**src/rtl/pipe_ctrl_pkg.sv**
```systemverilog
// rtl/pipe_ctrl_pkg.sv - shared constants, state type and stall priority helper for pipe_ctrl
package pipe_ctrl_pkg;

  // Stall vector: bit0 PC, bit1 IF, bit2 ID, bit3 EX, bit4 MEM, bit5 WB
  localparam int STALL_W = 6;

  localparam logic [STALL_W-1:0] STALL_NONE = 6'b000000;
  localparam logic [STALL_W-1:0] STALL_IF   = 6'b000011;
  localparam logic [STALL_W-1:0] STALL_ID   = 6'b000111;
  localparam logic [STALL_W-1:0] STALL_EX   = 6'b001111;
  localparam logic [STALL_W-1:0] STALL_MEM  = 6'b011111;
  localparam logic [STALL_W-1:0] STALL_ALL  = 6'b111111;

  localparam logic        RST_ACTIVE = 1'b1;
  localparam logic [31:0] ZERO_WORD  = 32'h0000_0000;

  typedef enum logic {
    PIPE_RUN   = 1'b0,
    PIPE_FLUSH = 1'b1
  } pipe_state_t;

  // Request vector ordering is {mem, ex, id, if}; the deepest stage wins
  // because freezing it also has to freeze everything upstream of it.
  function automatic logic [STALL_W-1:0] stall_select(input logic [3:0] req);
    if (req[3])      return STALL_MEM;
    else if (req[2]) return STALL_EX;
    else if (req[1]) return STALL_ID;
    else if (req[0]) return STALL_IF;
    else             return STALL_NONE;
  endfunction

endpackage

```
**src/rtl/pipe_ctrl_mem_watchdog.sv**
```systemverilog
// rtl/pipe_ctrl_mem_watchdog.sv - memory-stall watchdog: counter, compare and one-cycle timeout pulse
module pipe_ctrl_mem_watchdog
  import pipe_ctrl_pkg::*;
#(
  parameter int MEM_TIMEOUT = 255
) (
  input  logic clk,
  input  logic rst,
  input  logic count_en,
  output logic timeout
);

  localparam logic [15:0] LIMIT = 16'(MEM_TIMEOUT);

  logic [15:0] count_q;

  // Count consecutive enabled cycles; on reaching the limit pulse and start over
  always_ff @(posedge clk) begin
    if (rst == RST_ACTIVE) begin
      count_q <= '0;
      timeout <= 1'b0;
    end else begin
      timeout <= 1'b0;
      if (!count_en) begin
        count_q <= '0;
      end else if (count_q == LIMIT) begin
        count_q <= '0;
        timeout <= 1'b1;
      end else begin
        count_q <= count_q + 16'd1;
      end
    end
  end

endmodule

```
**src/rtl/pipe_ctrl.sv**
```systemverilog
// rtl/pipe_ctrl.sv - pipeline stall/flush controller (optional perf counters: PIPE_CTRL_PERF_EN)
module pipe_ctrl
  import pipe_ctrl_pkg::*;
#(
  parameter int MEM_TIMEOUT = 255
) (
  input  logic               clk,
  input  logic               rst,
  input  logic               stallreq_if,
  input  logic               stallreq_id,
  input  logic               stallreq_ex,
  input  logic               stallreq_mem,
  input  logic               exc_valid,
  input  logic [31:0]        exc_handler,
  output logic [STALL_W-1:0] stall,
  output logic               flush,
  output logic [31:0]        new_pc,
  output logic               mem_timeout,
  output logic [31:0]        stall_cycles,
  output logic [15:0]        flush_count
);

  pipe_state_t        state_q;
  logic [STALL_W-1:0] stall_d;
  logic               wd_count_en;

  // Combinational stall: exception freezes everything, FLUSH releases everything
  always_comb begin
    stall_d = STALL_NONE;
    if (state_q == PIPE_RUN) begin
      if (exc_valid) begin
        stall_d = STALL_ALL;
      end else begin
        stall_d = stall_select({stallreq_mem, stallreq_ex, stallreq_id, stallreq_if});
      end
    end
  end

  assign stall = stall_d;

  // RUN/FLUSH sequencer with registered flush and latched handler PC
  always_ff @(posedge clk) begin
    if (rst == RST_ACTIVE) begin
      state_q <= PIPE_RUN;
      flush   <= 1'b0;
      new_pc  <= ZERO_WORD;
    end else begin
      case (state_q)
        PIPE_RUN: begin
          if (exc_valid) begin
            state_q <= PIPE_FLUSH;
            flush   <= 1'b1;
            new_pc  <= exc_handler;
          end else begin
            flush   <= 1'b0;
          end
        end
        PIPE_FLUSH: begin
          state_q <= PIPE_RUN;
          flush   <= 1'b0;
        end
        default: begin
          state_q <= PIPE_RUN;
          flush   <= 1'b0;
        end
      endcase
    end
  end

  // An exception cycle is not a bus wait, so it breaks the consecutive run
  assign wd_count_en = (state_q == PIPE_RUN) && stallreq_mem && !exc_valid;

  pipe_ctrl_mem_watchdog #(
    .MEM_TIMEOUT (MEM_TIMEOUT)
  ) u_mem_watchdog (
    .clk      (clk),
    .rst      (rst),
    .count_en (wd_count_en),
    .timeout  (mem_timeout)
  );

`ifdef PIPE_CTRL_PERF_EN
  logic [31:0] stall_cycles_q;
  logic [15:0] flush_count_q;

  // Wrapping performance counters: frozen cycles and exception flushes
  always_ff @(posedge clk) begin
    if (rst == RST_ACTIVE) begin
      stall_cycles_q <= '0;
      flush_count_q  <= '0;
    end else begin
      if (stall_d != STALL_NONE) begin
        stall_cycles_q <= stall_cycles_q + 32'd1;
      end
      if ((state_q == PIPE_RUN) && exc_valid) begin
        flush_count_q <= flush_count_q + 16'd1;
      end
    end
  end

  assign stall_cycles = stall_cycles_q;
  assign flush_count  = flush_count_q;
`else
  assign stall_cycles = '0;
  assign flush_count  = '0;
`endif

endmodule

```
**config.mk**
```make
export PLATFORM = sky130hd
export DESIGN_NAME = pipe_ctrl
export DESIGN_NICKNAME = d
export VERILOG_FILES = /design/src/rtl/pipe_ctrl_pkg.sv /design/src/rtl/pipe_ctrl_mem_watchdog.sv /design/src/rtl/pipe_ctrl.sv
export SDC_FILE = /design/constraint.sdc
export NUM_CORES = 1
export LEC_CHECK = 0
export CORE_MARGIN = 1
export CORE_UTILIZATION = 55
export CTS_CLUSTER_DIAMETER = 120
export DETAILED_ROUTE_END_ITERATION = 10
export DONT_BUFFER_PORTS = 1
export HOLD_SLACK_MARGIN = 0.15
export PLACE_DENSITY = 0.7
export SYNTH_ARGS = -nofsm -noshare
export SYNTH_HDL_FRONTEND = slang
export SYNTH_SLANG_ARGS = --single-unit
```
**constraint.sdc**
```tcl
create_clock -name clk -period 2 [get_ports clk]
set_input_delay 0.1 -clock clk [delete_from_list [all_inputs] [get_ports clk]]
set_output_delay 0.1 -clock clk [all_outputs]
set_load 0.02 [all_outputs]
```
==> impl_results.md, run 1 <==
* Fin Hold WS at 0.177 ns
* Final max-slew violation count at 0
* Synthesized cell area at 2290 um2
* Crit path max fanout at 15
* DRC at 0
* Worst VDD drop at approximately 600 uV
* Core Util, Final at 0.647
* Nets at between 300 and 400
* Routed len/inst at 12.2 um
* Postcts setup bufs at 0
* Largest family of logic cells by synthesized area: simple AND/OR/NAND/NOR gates
* Share of post-route cells with drive strength above 1 at 0.0984
* CP arrival at 2.08 ns
* Worst skew pair latency at 0.30 ns
* Routed WL at 4.44 mm
* Initial Util at 0.573
* Crit end category: flop
* Mux contribution to synthesized area at 0
* DRT Pass-1 Iters at 4
* Worst slack, placed at approximately 0.12 ns
* Initial DRC count at approximately 60
* Slowest CP cell: or4_4
* Hold Vio Cnt, Final at 0
* HPWL Detailed at around 2.8 mm
* Syn Area/Cell at roughly 8 um2
* Synth Register Bits at 50
* Placed instance count at 324
* Worst Max-Slew Pin Slew at 1.17 ns
* Critical Path, Cell by Cell: or4_4 > or4_4 > nand2_4 > nor2_1
* CP most frequent cell: or4_4
* Root Driver: clkbuf_8
* Register area share after synthesis at 0.436
* Port bufs at 0
* Max Cap Viol at 0
* Warnings, synthesis at 0
* Max-slew headroom at 0.218
* Global-route wire length before repair at 6.87 mm
* CTS buffer count at 5
* Antenna diode count at 0
* Top delay family on crit path: simple AND/OR/NAND/NOR gates
* Leak at a little over 1 nW
* Overall power at between 1.5 and 2 mW
* Worst min-delay path category: primary input to flop
* Mapped Cells at 281
* Post-synthesis adder-cell area fraction at 0.00546
* TritonCTS clock tree: yes
* Clock Skew at 0.0106 ns
* Final setup viols at 0
* Post-synth top area cell: dfxtp_1
* DR vias at 1767
* Post-synthesis simple-gate area fraction at 0.229
* Gp weighted congestion at 0.815
* CTS H-tree depth at 2
* CP Launch Type: flop
* Critical path required time at 2.18 ns
* Gr ovfl total at 0
* Result of the run: completed
* Fin crit share at 0.950
* Setup TNS at 0 ns
* Post-route setup slack at 0.100 ns
* Clock Sinks at 50
* Largest net degree at the start of global routing at 34
* Overall routing resource usage at 0.206
* Bufs and invs on worst path at 0
* Maximum clock path buffer count at 2
* Die height at approximately 67 um
* Via/cell ratio at 4.84
* Critical setup path kind: flop to flop
* Area contributors post-synth: dfxtp_1 (44%), buf_4 (16%), nand2_1 (11%)
* Slowest stage delay, CP at 0.57 ns
* Worst R2R Setup Slack at 0.10 ns
* Clock period minus final worst setup slack at about 1.9 ns
* XOR/XNOR Fraction of Synth Area at 0.0535
* Die area at roughly 4400 um2
* Vias in the first global route at 1586
* Design area at 2590 um2
* Die width at roughly 67 um
* Boundary Pins at 127
* Post-synthesis compound-gate area fraction at 0.0786
* Worst-path clk slew at approximately 0.080 ns
* DP Area at roughly 2200 um2
* Synth unique cells at 26
* Final ANT Viol Nets at 0
* Initial antenna violation count at 0
* Row count at 23
* Core Footprint at 4000 um2
* Post-Layout Cell Count at 365
* Synth-to-layout area growth at 12.8%
* Synth top area share at 0.436
* F_max at 526 MHz
* PwrDens at 762 nW/um2
[per-layer routing]
metal	routed length, um	share of wire	global-route usage	vias to the layer above
li1	-	-	-	866
met1	1720	0.39	0.233	813
met2	2310	0.52	0.356	82
met5	0	0	0	-
met3	359	0.081	0.0736	6
met4	54	0.012	0.0691	0
[what timing repair did]
| action | in CTS | in global routing |
|---|---|---|
| setup endpoints to repair | 0 | 1 |
| hold endpoints to repair | 33 | 0 |
| resized for setup | 0 | 5 |
| hold buffers | 33 | 0 |
[flip-flops by register name, summed over array words and instances, names as in the netlist]
name	flops
u_mem_watchdog.count_q	16
state_q	1
new_pc	32
u_mem_watchdog.timeout	1
[where the power goes]
part / switching, mW / internal (mW) / leakage (nW)
Combinational: 0.174 / 0.0789 / 0.569
Sequential: 0.0746 / 1.03 / 0.409
Clock: 0.324 / 0.286 / 0.0489
Total: 0.572 / 1.40 / 1.03
[worst min-delay path, cell delays in order]
cell,delay [ns]
nor4b_1,0.03
buf_4,0.15
and3_1,0.14
[worst paths after layout]
path | start | endpoint | cells past startpoint
worst max-delay path | u_mem_watchdog.count_q[9] | u_mem_watchdog.count_q[2] | 4
worst min-delay path | rst | u_mem_watchdog.timeout | 3
worst max register to register | u_mem_watchdog.count_q[9] | u_mem_watchdog.count_q[2] | 4
worst min register to register | u_mem_watchdog.count_q[0] | u_mem_watchdog.count_q[0] | 1
[layout make-up]
class,instances,area [um2]
clock buffers,7,86.3
clock inverters,1,8.76
fillers,342,1410
inverters,6,25.0
multi-input cells,212,1020
flip-flops and latches,50,1000
well taps,50,62.6
repair buffers,39,382
[placed cells by master (no fill, tap or decap), drive strengths merged, types with 2 or more instances in the layout]
| cell type | n |
|---|---|
| nor3 | 4 |
| dlygate4sd3 | 32 |
| nor2 | 24 |
| conb | 48 |
| inv | 7 |
| nand4 | 3 |
| dfxtp | 50 |
| and3 | 2 |
| or4 | 3 |
| nor4 | 3 |
| nand2 | 69 |
| nand3 | 5 |
| clkbuf | 7 |
| xnor2 | 13 |
| a21oi | 32 |
| buf | 6 |
[kinds of logic (layout without fill, tap and decap cells)]
kind of cell / after synthesis / after routing
AND/OR/NAND/NOR: 114 / 114
buffers and inverters: 66 / 53
flip-flops: 50 / 50
AO/OA/AOI/OAI: 35 / 35
XOR/XNOR: 14 / 14
adder cells (fa/ha/maj): 1 / 1
other: 1 / 48
[cell usage after synthesis]
cell and instances:
buf_12 1, dfxtp_1 50, nand4_2 1, o21ai_0 1, clkbuf_1 10, o31ai_1 1
a21o_1 1, nand2_1 68, xor2_1 1, nor4b_1 1, and3_1 2, nor2_1 14
nand2_4 1, a21oi_1 32, nand4_1 2, or4_4 3, nand3_1 5, xnor2_1 13
ha_1 1, nor2_2 10, nor4_1 3, inv_1 4, nor3_1 4, inv_2 2
conb_1 1, buf_4 49
(Power assumes the default switching activity.)
==> inputs of run 2 (changes only) <==
Settings changed: CORE_UTILIZATION 55 to 40, PLACE_DENSITY 0.7 to 0.54.
==> run 2 against run 1 <==
Register-to-register slack hardly changed. Design area is 9.3% higher. Sequential share of layout area is 3.3 points lower. Power is 2.7% higher. Die area is 36% higher. First-iteration DRC count is 15% lower. Combinational power is 15% higher. Critical path depth stayed put. Highest routed layer unchanged.
==> impl_results.md, run 2 (synthesis results as in run 1) <==
* Result of the run: completed (unchanged)
* Routed len/inst at 11.5 um (was 12.2 um)
* Share of post-route cells with drive strength above 1 at 0.0955 (was 0.0984)
* Slowest CP cell: or4_4 (unchanged)
* Fillers at 539 (was 342)
* Gp weighted congestion at 0.737 (was 0.815)
* TritonCTS clock tree: yes (unchanged)
* Routed WL at 4.67 mm (was 4.44 mm)
* Final ANT Viol Nets at 0 (unchanged)
* Nets at 374 (was 354)
* Worst min-delay path category: primary input to flop (unchanged)
* Top delay family on crit path: simple AND/OR/NAND/NOR gates (unchanged)
* Final setup viols at 0 (unchanged)
* Port bufs at 0 (unchanged)
* Overall routing resource usage at 0.160 (was 0.206)
* DR vias at 1806 (was 1767)
* Reg2Reg Depth at 4 (unchanged)
* Critical path required time at 2.18 ns (about the same)
* Vias in the first global route at 1674 (was 1586)
* Worst R2R Setup Slack at 0.11 ns (was 0.10 ns)
* Initial antenna violation count at 0 (unchanged)
* Die width at 77.7 um (was 66.6 um)
* Row count at 27 (was 23)
* RSZ-0062 raised after global routing: false
* Worst skew pair latency at 0.30 ns (about the same)
* Clock Skew at 0.00939 ns (was 0.0106 ns)
* HPWL Detailed at 2.76 mm (was 2.81 mm)
* Clock Sinks at 50 (unchanged)
* Maximum clock path buffer count at 2 (unchanged)
* Initial Util at 0.416 (was 0.573)
* Slowest stage delay, CP at 0.56 ns (was 0.57 ns)
* DRT Pass-1 Iters at 4 (unchanged)
* Critical Path, Cell by Cell: or4_4 > or4_4 > nand2_4 > nor2_1 (unchanged)
* Leak at 1.15 nW (was 1.03 nW)
* F_max at 530 MHz (was 526 MHz)
* Final max-slew violation count at 0 (unchanged)
* CP arrival at 2.07 ns (was 2.08 ns)
* Die area at 6040 um2 (was 4430 um2)
* Cell count of the worst hold path at 3 (unchanged)
* CTS buffer count at 5 (unchanged)
* Antenna diode count at 0 (unchanged)
* Gr ovfl total at 0 (unchanged)
* Leading cell type in the layout, fill and taps excluded: nand2_1 (unchanged)
* Number of cells on the critical path at 4 (unchanged)
* Max FFs per register at 32 (unchanged)
* PwrDens at 716 nW/um2 (was 762 nW/um2)
* Largest net degree at the start of global routing at 34 (unchanged)
* Root Driver: clkbuf_8 (unchanged)
* CP Launch Type: flop (unchanged)
* Hold Vio Cnt, Final at 0 (unchanged)
* Clock period minus final worst setup slack at 1.89 ns (was 1.90 ns)
* CP most frequent cell: or4_4 (unchanged)
* Initial DRC count at 50 (was 59)
* Worst-path clk slew at 0.09 ns (was 0.08 ns)
* Setup TNS at 0 ns (unchanged)
* Worst VDD drop at 468 uV (was 586 uV)
* Fin crit share at 0.943 (was 0.950)
* Via/cell ratio at 4.44 (was 4.84)
* Synth-to-layout area growth at 23.3% (was 12.8%)
* Die height at 77.7 um (was 66.6 um)
* Crit end category: flop (unchanged)
* Crit path max fanout at 15 (unchanged)
* DRC at 0 (unchanged)
* Fin Hold WS at 0.166 ns (was 0.177 ns)
* Largest regs: new_pc: 32 flops, u_mem_watchdog.count_q: 16 flops (unchanged)
* Critical setup path kind: flop to flop (unchanged)
* Max Cap Viol at 0 (unchanged)
* Core Footprint at 5510 um2 (was 4000 um2)
* Most frequent cells in the layout: nand2_1 (68), dlygate4sd3_1 (53), dfxtp_1 (49) (was nand2_1 (68), dfxtp_1 (49), conb_1 (48))
* Bufs and invs on worst path at 0 (unchanged)
* Global-route wire length before repair at 7.67 mm (was 6.87 mm)
* CTS H-tree depth at 2 (unchanged)
* Largest Register: new_pc (unchanged)
* Boundary Pins at 127 (unchanged)
[run 2: changes by cell type in the layout (fill, tap and decap cells not counted)]
| cell | previous run | this run |
|---|---|---|
| buf_12 | 0 | 1 |
| buf_4 | 5 | 4 |
| clkbuf_1 | 1 | 0 |
| clkinvlp_4 | 0 | 1 |
| dlygate4sd3_1 | 32 | 53 |
| dlymetal6s4s_1 | 1 | 0 |
[run 2: worst paths after layout]
check | startpoint | to
hold / removal | exc_valid | u_mem_watchdog.timeout
setup / recovery | u_mem_watchdog.count_q[9] | u_mem_watchdog.count_q[5]
hold reg to reg | u_mem_watchdog.count_q[0] | u_mem_watchdog.count_q[0]
setup reg to reg | u_mem_watchdog.count_q[9] | u_mem_watchdog.count_q[5]
[run 2: what timing repair did]
action | 4_1_cts | 5_1_grt
hold endpoints to repair | 34 | 0
hold buffers | 54 | 0
setup endpoints to repair | 0 | 21
buffers inserted | 0 | 0
gates resized for setup | 0 | 4
[run 2: per-stage QoR]
stage                     instance area (um2)  worst slack, ns  total power [mW]   util  instances
after floorplan                          2470            0.188              1.37      -        328
after global placement                   2170            0.142              1.32  0.394        345
after detailed placement                 2170            0.130              1.32  0.394        345
after CTS                                2820           0.0514              2.05  0.512        407
after global routing                     2830           0.0271              2.12  0.514        407
final                                    2830            0.115              2.03  0.514        407
[run 2: metal layers]
layer / vias to the layer above / GRT usage / part of all wire
met2: 64 / 0.270 / 0.49
met3: 4 / 0.0600 / 0.078
met4: 0 / 0.0396 / 0.0036
li1: 907 / - / -
met1: 831 / 0.190 / 0.42
met5: - / 0 / 0
[run 2: report_power, final]
group | switching [mW] | internal, mW | total, mW
Combinational | 0.182 | 0.109 | 0.291
Clock | 0.340 | 0.285 | 0.625
Sequential | 0.0750 | 1.03 | 1.11
[run 2: cell type report]
type,count,area [um2],share of cell area
clock buffer,6,82.6,0.0292
timing repair buffer,59,592,0.209
sequential,50,1000,0.354
clock inverter,2,16.3,0.00575
tap,72,90.1,0.0318
multi-input combinational,212,1020,0.361
inverter,6,25.0,0.00885
[run 2: worst register-to-register path: cells and delay by family (launching register included)]
family / cells / cell delay, ns
and+or+nand+nor: 4 / 1.40
DFF: 1 / 0.36
==> inputs of run 3 (changes only) <==
Settings changed: PLACE_DENSITY 0.54 to 0.56.
Clock period 2 ns to 1.6 ns, I/O delays scaled along.
==> run 3 against run 2 <==
The run now ends with negative setup slack left. Sequential cell count unchanged. Count of clock-buffer cells in the layout decreased by 1. Global-route usage decreased by 0.46 points. Critical path depth decreased by 1. Design area decreased by 2.5%. Clock skew decreased by 0.0030 ns. Largest power group unchanged. Highest routed layer unchanged.
==> impl_results.md, run 3 (synthesis results as in run 1) <==
* Gr ovfl total at 0 (unchanged)
* F_max at 568 MHz (was 530 MHz)
* Die width at 77.7 um (unchanged)
* Antenna diode count at 0 (unchanged)
* Worst R2R Setup Slack at -0.16 ns (was 0.11 ns)
* Switching part of the total at 0.297 (was 0.295)
* Die height at 77.7 um (unchanged)
* Fin crit share at 1.10 (was 0.943)
* Overall power at 2.43 mW (was 2.03 mW)
* Routed WL at 4.59 mm (was 4.67 mm)
* Routed len/inst at 11.4 um (was 11.5 um)
* Crit path max fanout at 3 (was 15)
* Worst-path clk slew at 0.09 ns (about the same)
* Fillers at 527 (was 539)
* Worst slack, placed at -0.220 ns (was 0.130 ns)
* DP Area at 2300 um2 (was 2170 um2)
* Critical Path, Cell by Cell: or4_4 > or4_4 > and3_1 (was or4_4 > or4_4 > nand2_4 > nor2_1)
* Worst min-delay path category: primary input to flop (unchanged)
* Fin Hold WS at 0.162 ns (was 0.166 ns)
* Largest regs: new_pc: 32 flops, u_mem_watchdog.count_q: 16 flops (unchanged)
* Sequential share of power at 0.568 (was 0.548)
* Min-delay src: rst (was exc_valid)
* Port bufs at 0 (unchanged)
* Initial Util at 0.416 (unchanged)
* Clock Sinks at 50 (unchanged)
* Final setup viols at 16 (was 0)
* Critical setup path kind: flop to flop (unchanged)
* Final max-slew violation count at 0 (unchanged)
* Bufs and invs on worst path at 0 (unchanged)
* TritonCTS clock tree: yes (unchanged)
* Reg2Reg Depth at 3 (was 4)
* Final ANT Viol Nets at 0 (unchanged)
* CP Launch Type: flop (unchanged)
* Setup TNS at -2.45 ns (was 0 ns)
* Reg2reg start: u_mem_watchdog.count_q[14] (was u_mem_watchdog.count_q[9])
* Max Cap Viol at 0 (unchanged)
* Net Sw Power at 0.723 mW (was 0.597 mW)
* Slowest CP cell: or4_4 (unchanged)
* Post-Layout Cell Count at 401 (was 407)
* Worst Max-Slew Pin Slew at 1.19 ns
* Gp weighted congestion at 0.754 (was 0.737)
* Root Driver: clkbuf_8 (unchanged)
* Largest Register: new_pc (unchanged)
* RSZ-0062 raised after global routing: true (was false)
* Maximum clock path buffer count at 2 (unchanged)
* Max FFs per register at 32 (unchanged)
* Core Footprint at 5510 um2 (unchanged)
* PwrDens at 882 nW/um2 (was 716 nW/um2)
* Clock Skew at 0.00634 ns (was 0.00939 ns)
* CTS H-tree depth at 2 (unchanged)
* Placed instance count at 359 (was 345)
* Worst R2R End: u_mem_watchdog.count_q[1] (was u_mem_watchdog.count_q[5])
* Initial antenna violation count at 0 (unchanged)
* Violated checks: negative setup slack
* Design area at 2760 um2 (was 2830 um2)
* Global-route wire length before repair at 7.29 mm (was 7.67 mm)
* Overall routing resource usage at 0.155 (was 0.160)
* Largest net degree at the start of global routing at 34 (unchanged)
* Leak at 1.10 nW (was 1.15 nW)
* Max-slew headroom at 0.207
* DRT Pass-1 Iters at 4 (unchanged)
* DR vias at 1803 (was 1806)
* HPWL Detailed at 2.87 mm (was 2.76 mm)
* Critical path required time at 1.79 ns (was 2.18 ns)
* Synth-to-layout area growth at 20.3% (was 23.3%)
* Top delay family on crit path: simple AND/OR/NAND/NOR gates (unchanged)
* Worst VDD drop at 661 uV (was 468 uV)
* Crit end category: flop (unchanged)
* Leading cell type in the layout, fill and taps excluded: nand2_1 (unchanged)
* Clock period minus final worst setup slack at 1.76 ns (was 1.89 ns)
* Internal Power at 1.71 mW (was 1.43 mW)
* Boundary Pins at 127 (unchanged)
* DRC at 0 (unchanged)
* Share of post-route cells with drive strength above 1 at 0.146 (was 0.0955)
* Result of the run: finished, violations left (was completed)
* Worst skew pair latency at 0.30 ns (about the same)
* CTS buffer count at 5 (unchanged)
* CP most frequent cell: or4_4 (unchanged)
* Hold Vio Cnt, Final at 0 (unchanged)
* CP arrival at 1.95 ns (was 2.07 ns)
* Die area at 6040 um2 (unchanged)
* Row count at 27 (unchanged)
* Share of total power in the clock network at 0.292 (was 0.309)
* Initial DRC count at 36 (was 50)
* Vias in the first global route at 1607 (was 1674)
* Combinational cell fraction of total power at 0.140 (was 0.144)
* Core Util, Final at 0.501 (was 0.514)
* Post-route setup slack at -0.160 ns (was 0.115 ns)
* Slowest stage delay, CP at 0.63 ns (was 0.56 ns)
* Most frequent cells in the layout: nand2_1 (68), conb_1 (48), dfxtp_1 (46) (was nand2_1 (68), dlygate4sd3_1 (53), dfxtp_1 (49))
* Hold Path Sink: u_mem_watchdog.count_q[9] (was u_mem_watchdog.timeout)
* Via/cell ratio at 4.50 (was 4.44)
* Cell count of the worst hold path at 4 (was 3)
* Nets at 369 (was 374)
[run 3: cell count changes in the layout (fill, tap and decap cells not counted), moves of 2 or more]
cell | previous run | this run
buf_4 | 4 | 17
dfxtp_2 | 1 | 4
dfxtp_1 | 49 | 46
nand2_8 | 0 | 2
dlygate4sd3_1 | 53 | 34
[run 3: cell type report]
cell class | count | area [um2] | area share
multi-input cells | 213 | 1050 | 0.380
repair buffers | 53 | 508 | 0.184
well taps | 72 | 90.1 | 0.0327
clock inverters | 2 | 13.8 | 0.00499
flip-flops and latches | 50 | 1010 | 0.365
clock buffers | 5 | 68.8 | 0.0249
inverters | 6 | 22.5 | 0.00816
[run 3: per-layer routing]
layer	wire (um)	vias to the layer above	global-route usage
met1	1880	815	0.177
met2	2220	84	0.261
met5	0	-	0
li1	-	899	-
met3	427	5	0.0635
met4	57	0	0.0509
[run 3: power by group through the flow]
stage                     Clock, mW  Sequential, mW  Combinational, mW
final                         0.711            1.38              0.341
after global routing          0.791            1.39              0.371
after CTS                     0.736            1.38              0.335
after detailed placement          0            1.41              0.252
after global placement            0            1.41              0.248
after floorplan                   0            1.41              0.313
[run 3: how the worst max path moves through the flow]
stage                                          start                         end  slack [ns]  depth (start not counted)
after floorplan            u_mem_watchdog.count_q[8]  u_mem_watchdog.count_q[10]       -0.18                          5
after global placement    u_mem_watchdog.count_q[15]   u_mem_watchdog.count_q[5]       -0.21                          4
after detailed placement  u_mem_watchdog.count_q[15]   u_mem_watchdog.count_q[4]       -0.22                          4
after CTS                 u_mem_watchdog.count_q[14]  u_mem_watchdog.count_q[14]       -0.16                          4
after global routing      u_mem_watchdog.count_q[14]  u_mem_watchdog.count_q[14]       -0.20                          4
final                     u_mem_watchdog.count_q[14]   u_mem_watchdog.count_q[1]       -0.16                          3
[run 3: timing repair]
item | 4_1_cts | 5_1_grt
hold buffers | 34 | 0
endpoints found under the setup margin | 16 | 16
gates cloned | 1 | 0
pin swaps | 8 | 1
buffers inserted | 0 | 0
gates resized for setup | 4 | 0
hold endpoints to repair | 33 | 0
[run 3: tightest hold or removal path, cell delays in order]
cell and delay [ns]:
nor4b_1 0.03, buf_4 0.17, nand2_8 0.11, nor2_2 0.04
